===== config.mk =====
export PLATFORM = sky130hd
export DESIGN_NAME = lsu_ctrl
export DESIGN_NICKNAME = d
export VERILOG_FILES = /design/src/rtl/lsu_ctrl.sv
export SDC_FILE = /design/constraint.sdc
export NUM_CORES = 1
export LEC_CHECK = 0
export ABC_AREA = 1
export CAP_MARGIN = 20
export CORE_ASPECT_RATIO = 1.4
export CORE_MARGIN = 3
export CORE_UTILIZATION = 45
export CTS_BUF_LIST = sky130_fd_sc_hd__clkbuf_16
export CTS_CLUSTER_DIAMETER = 50
export DETAILED_ROUTE_END_ITERATION = 8
export PLACE_DENSITY = 0.84
export SYNTH_ARGS = -nofsm -noshare
export SYNTH_HDL_FRONTEND = slang
export SYNTH_SLANG_ARGS = --single-unit

===== constraint.sdc =====
create_clock -name clk -period 3.7 [get_ports clk]
set_input_delay 1.11 -clock clk [delete_from_list [all_inputs] [get_ports clk]]
set_output_delay 1.11 -clock clk [all_outputs]
set_load 0.03 [all_outputs]

===== src/rtl/lsu_ctrl.sv =====
// Load/store unit: decodes a datapath memory op, runs a req/ack handshake with
// a variable-latency data memory and returns an aligned, extended load value.
module lsu_ctrl #(
  parameter int ACK_TIMEOUT = 15
) (
  input  logic        clk,
  input  logic        rst,
  input  logic        req_valid,
  input  logic        is_store,
  input  logic [2:0]  funct3,
  input  logic [31:0] addr,
  input  logic [31:0] wdata,
  output logic        stall,
  output logic        done,
  output logic [31:0] rdata,
  output logic        fault,
  output logic [31:0] dad,
  output logic [31:0] ddt,
  output logic [3:0]  be,
  output logic        mem_we,
  output logic        mem_req,
  input  logic        mem_ack,
  input  logic [31:0] mem_rdata
);

  typedef enum logic [1:0] {IDLE, REQ, RESP} state_t;

  localparam logic [7:0] TIMEOUT = 8'(ACK_TIMEOUT);

  state_t      state_q, state_d;
  logic [31:0] dad_q, dad_d;
  logic [31:0] ddt_q, ddt_d;
  logic [31:0] rdata_q, rdata_d;
  logic [3:0]  be_q, be_d;
  logic        we_q, we_d;
  logic [1:0]  off_q, off_d;
  logic [2:0]  f3_q, f3_d;
  logic [7:0]  cnt_q, cnt_d;
  logic        flt_q, flt_d;

  logic        illegal, misalign;
  logic [3:0]  be_dec;
  logic [31:0] ddt_dec;
  logic [31:0] lane;
  logic [31:0] ld_val;
  logic [7:0]  cnt_inc;

  assign cnt_inc = cnt_q + 8'd1;

  always_comb begin
    case (funct3)
      3'b011, 3'b110, 3'b111: illegal = 1'b1;
      default:                illegal = is_store & funct3[2];
    endcase
    misalign = ((funct3[1:0] == 2'b01) & addr[0]) |
               ((funct3[1:0] == 2'b10) & (addr[1:0] != 2'b00));
    case (funct3[1:0])
      2'b00: begin
        be_dec  = 4'b0001 << addr[1:0];
        ddt_dec = {4{wdata[7:0]}};
      end
      2'b01: begin
        be_dec  = addr[1] ? 4'b1100 : 4'b0011;
        ddt_dec = {2{wdata[15:0]}};
      end
      default: begin
        be_dec  = 4'b1111;
        ddt_dec = wdata;
      end
    endcase
  end

  // Shift the addressed lane down to bit 0, then extend by the latched size.
  always_comb begin
    lane = mem_rdata >> {off_q, 3'b000};
    case (f3_q[1:0])
      2'b00:   ld_val = {{24{~f3_q[2] & lane[7]}}, lane[7:0]};
      2'b01:   ld_val = {{16{~f3_q[2] & lane[15]}}, lane[15:0]};
      default: ld_val = lane;
    endcase
  end

  always_comb begin
    state_d = state_q;
    dad_d   = dad_q;
    ddt_d   = ddt_q;
    rdata_d = rdata_q;
    be_d    = be_q;
    we_d    = we_q;
    off_d   = off_q;
    f3_d    = f3_q;
    cnt_d   = cnt_q;
    flt_d   = flt_q;
    case (state_q)
      IDLE: begin
        if (req_valid) begin
          if (illegal | misalign) begin
            flt_d   = 1'b1;
            state_d = RESP;
          end else begin
            dad_d   = {addr[31:2], 2'b00};
            be_d    = be_dec;
            ddt_d   = ddt_dec;
            we_d    = is_store;
            off_d   = addr[1:0];
            f3_d    = funct3;
            cnt_d   = '0;
            flt_d   = 1'b0;
            state_d = REQ;
          end
        end
      end
      REQ: begin
        // An ack in the final timeout cycle takes priority over the fault.
        if (mem_ack) begin
          if (!we_q) rdata_d = ld_val;
          flt_d   = 1'b0;
          state_d = RESP;
        end else begin
          cnt_d = cnt_inc;
          if (cnt_inc == TIMEOUT) begin
            flt_d   = 1'b1;
            state_d = RESP;
          end
        end
      end
      RESP:    state_d = IDLE;
      default: state_d = IDLE;
    endcase
  end

  always_ff @(posedge clk or negedge rst) begin
    if (!rst) begin
      state_q <= IDLE;
      dad_q   <= '0;
      ddt_q   <= '0;
      rdata_q <= '0;
      be_q    <= '0;
      we_q    <= 1'b0;
      off_q   <= '0;
      f3_q    <= '0;
      cnt_q   <= '0;
      flt_q   <= 1'b0;
    end else begin
      state_q <= state_d;
      dad_q   <= dad_d;
      ddt_q   <= ddt_d;
      rdata_q <= rdata_d;
      be_q    <= be_d;
      we_q    <= we_d;
      off_q   <= off_d;
      f3_q    <= f3_d;
      cnt_q   <= cnt_d;
      flt_q   <= flt_d;
    end
  end

  assign mem_req = (state_q == REQ);
  assign mem_we  = we_q & mem_req;
  assign done    = (state_q == RESP);
  assign fault   = done & flt_q;
  assign stall   = rst & (((state_q == IDLE) & req_valid) | mem_req);
  assign rdata   = rdata_q;
  assign dad     = dad_q;
  assign ddt     = ddt_q;
  assign be      = be_q;

endmodule


==> impl_metrics.csv <==
group,metric,value,unit
die,io_pins,209,
finish,final_nets,1016,
clocking,cts.repair.resized,0,
sta,fin_tns_setup,0,ns
finish,drive_gt1_share,5.742,%
sta,grt_setup_unrepaired,"no",
die,rows,47,
power_and_ir_drop,power_leakage,3.921,nW
yosys,yosysWarnings,0,
worst_setup_path,criticalPathCategory,"in -> out",
power_and_ir_drop,power_density,910.7,nW/um^2
die,dieArea,13520,um^2
yosys,yosysTopAreaCellShare,52.67,%
drt,drcViolationCount,0,
worst_setup_path,crit_arrival,2.10,ns
clocking,clockBufferDepth,2,
sta,fin_crit,3.207,ns
clocking,clock-sinks,115,
yosys,yosysTopAreaCell,"dfrtp_1",
sta,final.setup_skew,0.008628,ns
yosys,synthCells,709,
clocking,post-cts-setup-buffers,0,
yosys,ys_seq_area_share,52.67,%
finish,fin_util,69.74,%
die,initial_core_util,46.23,%
placement,hpwl,11750,um
drt,vias,5510,
yosys,ys_top_cells_by_area,"dfrtp_1, nand2_1, o21ai_0",
clocking,clk_pin_slew,0.05,ns
drt,wl_per_cell,15.24,um
worst_setup_path,endpoint_kind,"primary output",
worst_setup_path,crit_required,2.59,ns
sta,period_share,86.68,%
die,die_w,99.13,um
worst_setup_path,worst-path-max-fanout,3,
clocking,clk_latency,0.41,ns
global_route,gr-total-overflow,0,
clocking,cts_hold_buffers,0,
clocking,root_buffer,"clkbuf_16",
clocking,cts_buffers,17,
drt,antenna_left,0,
drt,viasPerCell,5.150,
hold_path,hp-class,"reg -> reg",
worst_setup_path,cp-start-kind,"primary input",
yosys,syn_area,5464,um^2
finish,diodes,0,
finish,syn2layout_area_growth,50.86,%
sta,finalSetupViolCount,0,
yosys,ys_types,29,
global_route,antenna_found_initial,0,
yosys,synth_seq_cells,115,
placement,io_buffers,206,
flow_run,maxCapViolCount,0,
sta,relSlewSlack,31.14,%
sta,max_freq,311.8,MHz
status,status,"finished, final reports clean",
die,dieHeight,136.4,um
global_route,grt_pass1_vias,5370,
die,core-area,11820,um^2
global_route,grt_max_degree,89,
clocking,htreeDepth,4,
sta,hold_viol_final,0,
drt,drt_iter0_drc,313,
power_and_ir_drop,power,7.507,mW
drt,wl,16310,um
global_route,grt_pass1_wl,26050,um
clocking,cts_tree,"built",
yosys,postSynthAreaPerCell,7.707,um^2
sta,slew_viol_final,0,
drt,firstDrtPassIters,5,
power_and_ir_drop,ir_worst_vdd,492.9,uV
sta,worst_slew_pin_slew,1.029,ns
global_route,grtUsageTotal,24.35,%
placement,place.gp.congestion,0.8672,
==> path summary, 6_finish.rpt <==
check	from	end	slack [ns]	depth (start not counted)
max in group asynchronous	rst	be[3]$_DFFE_PN0P_	1.86	4
hold / removal	flt_q$_DFFE_PN0P_	flt_q$_DFFE_PN0P_	0.47	2
setup reg to reg	off_q[1]$_DFFE_PN0P_	rdata[28]$_DFFE_PN0P_	1.62	7
min in group asynchronous	rst	flt_q$_DFFE_PN0P_	0.74	2
hold reg to reg	flt_q$_DFFE_PN0P_	flt_q$_DFFE_PN0P_	0.47	2
setup / recovery	req_valid	stall	0.49	6
==> cells in the final DEF, fill, tap and decap left out <==
master / netlist / final
nor2_4: 1 / 1
inv_2: 4 / 4
clkinv_2: 0 / 2
clkbuf_16: 0 / 17
a21oi_2: 1 / 1
o211ai_1: 7 / 7
nand2_2: 1 / 1
nand3_1: 27 / 27
nand3b_1: 1 / 1
o21ai_1: 6 / 6
clkinvlp_4: 0 / 4
buf_12: 0 / 1
o31ai_2: 1 / 1
bufinv_16: 0 / 3
dfrtp_1: 115 / 115
conb_1: 1 / 2
nor2_1: 43 / 43
buf_16: 0 / 1
buf_4: 8 / 12
o22ai_1: 24 / 24
nand2_1: 298 / 298
o21ai_0: 54 / 54
inv_1: 51 / 52
a21o_1: 1 / 1
clkdlybuf4s50_1: 0 / 204
o21bai_1: 3 / 3
nand3_2: 2 / 2
nand4_1: 1 / 1
clkinv_4: 0 / 3
a31oi_1: 7 / 7
ha_1: 2 / 2
a21oi_1: 19 / 19
and3_1: 1 / 1
clkinv_1: 1 / 3
==> worst max-delay path: stages <==
cell             delay [ns]
clkdlybuf4s50_1        0.45
nand2_1                0.05
inv_1                  0.15
nor2_1                 0.08
nor2_1                 0.09
buf_4                  0.16
==> through the flow <==
stage / hold WS, ns / std cells / setup slack (ns) / instance area (um^2)
global placement: 0.4528 / 1037 / 0.5159 / 7622
finish: 0.4734 / 1070 / 0.4930 / 8243
global route: 0.4911 / 1070 / 0.4315 / 8243
floorplan: 0.4349 / 710 / 0.8863 / 5468
detailed placement: 0.4583 / 1037 / 0.4945 / 7622
CTS: 0.4726 / 1069 / 0.4885 / 8215
==> cells by family after synthesis <==
kind of cell | share of synthesized area [%]
fa+ha+maj | 0.4579
other cells | 0.06863
simple gates | 26.95
flops | 52.67
buf+inv | 7.167
compound gates | 12.69
==> state kept, by name, summed over array words and instances (netlist names) <==
| signal | count |
|---|---|
| off_q | 2 |
| cnt_q | 8 |
| flt_q | 1 |
| f3_q | 3 |
| be | 4 |
| dad | 30 |
| we_q | 1 |
| state_q | 2 |
| ddt | 32 |
| rdata | 32 |
==> cell usage after synthesis <==
cell,number
nand2_1,298
dfrtp_1,115
o21ai_0,54
inv_1,51
nor2_1,43
nand3_1,27
o22ai_1,24
a21oi_1,19
clkbuf_1,17
buf_2,10
buf_4,8
a31oi_1,7
o211ai_1,7
o21ai_1,6
inv_2,4
o21bai_1,3
buf_1,2
ha_1,2
nand3_2,2
a21o_1,1
a21oi_2,1
and3_1,1
clkinv_1,1
conb_1,1
nand2_2,1
nand3b_1,1
nand4_1,1
nor2_4,1
o31ai_2,1
==> area by class of cell <==
type | count | area, um^2
clock buffer | 17 | 425.4
inverter | 56 | 210.2
sequential | 115 | 2878
multi-input combinational | 502 | 2198
clock inverter | 15 | 167.7
tap | 147 | 183.9
timing repair buffer | 218 | 2180
fill | 933 | 3577
==> report_power, final <==
part | leakage (nW) | switching [mW] | internal, mW | total (mW)
clock | 0.281 | 0.583 | 1.05 | 1.63
sequential | 1.43 | 0.347 | 1.84 | 2.19
combinational | 2.21 | 2.24 | 1.45 | 3.69
==> layer usage <==
layer	vias up	share of wire [%]	GRT usage (%)	wire length, um
li1	2660	-	-	-
met1	2598	38	28.96	6210
met2	215	51	40.81	8363
met3	37	7.6	7.187	1246
met4	0	3.0	10.55	487
met5	-	0	0	0
(Power assumes the default switching activity.)
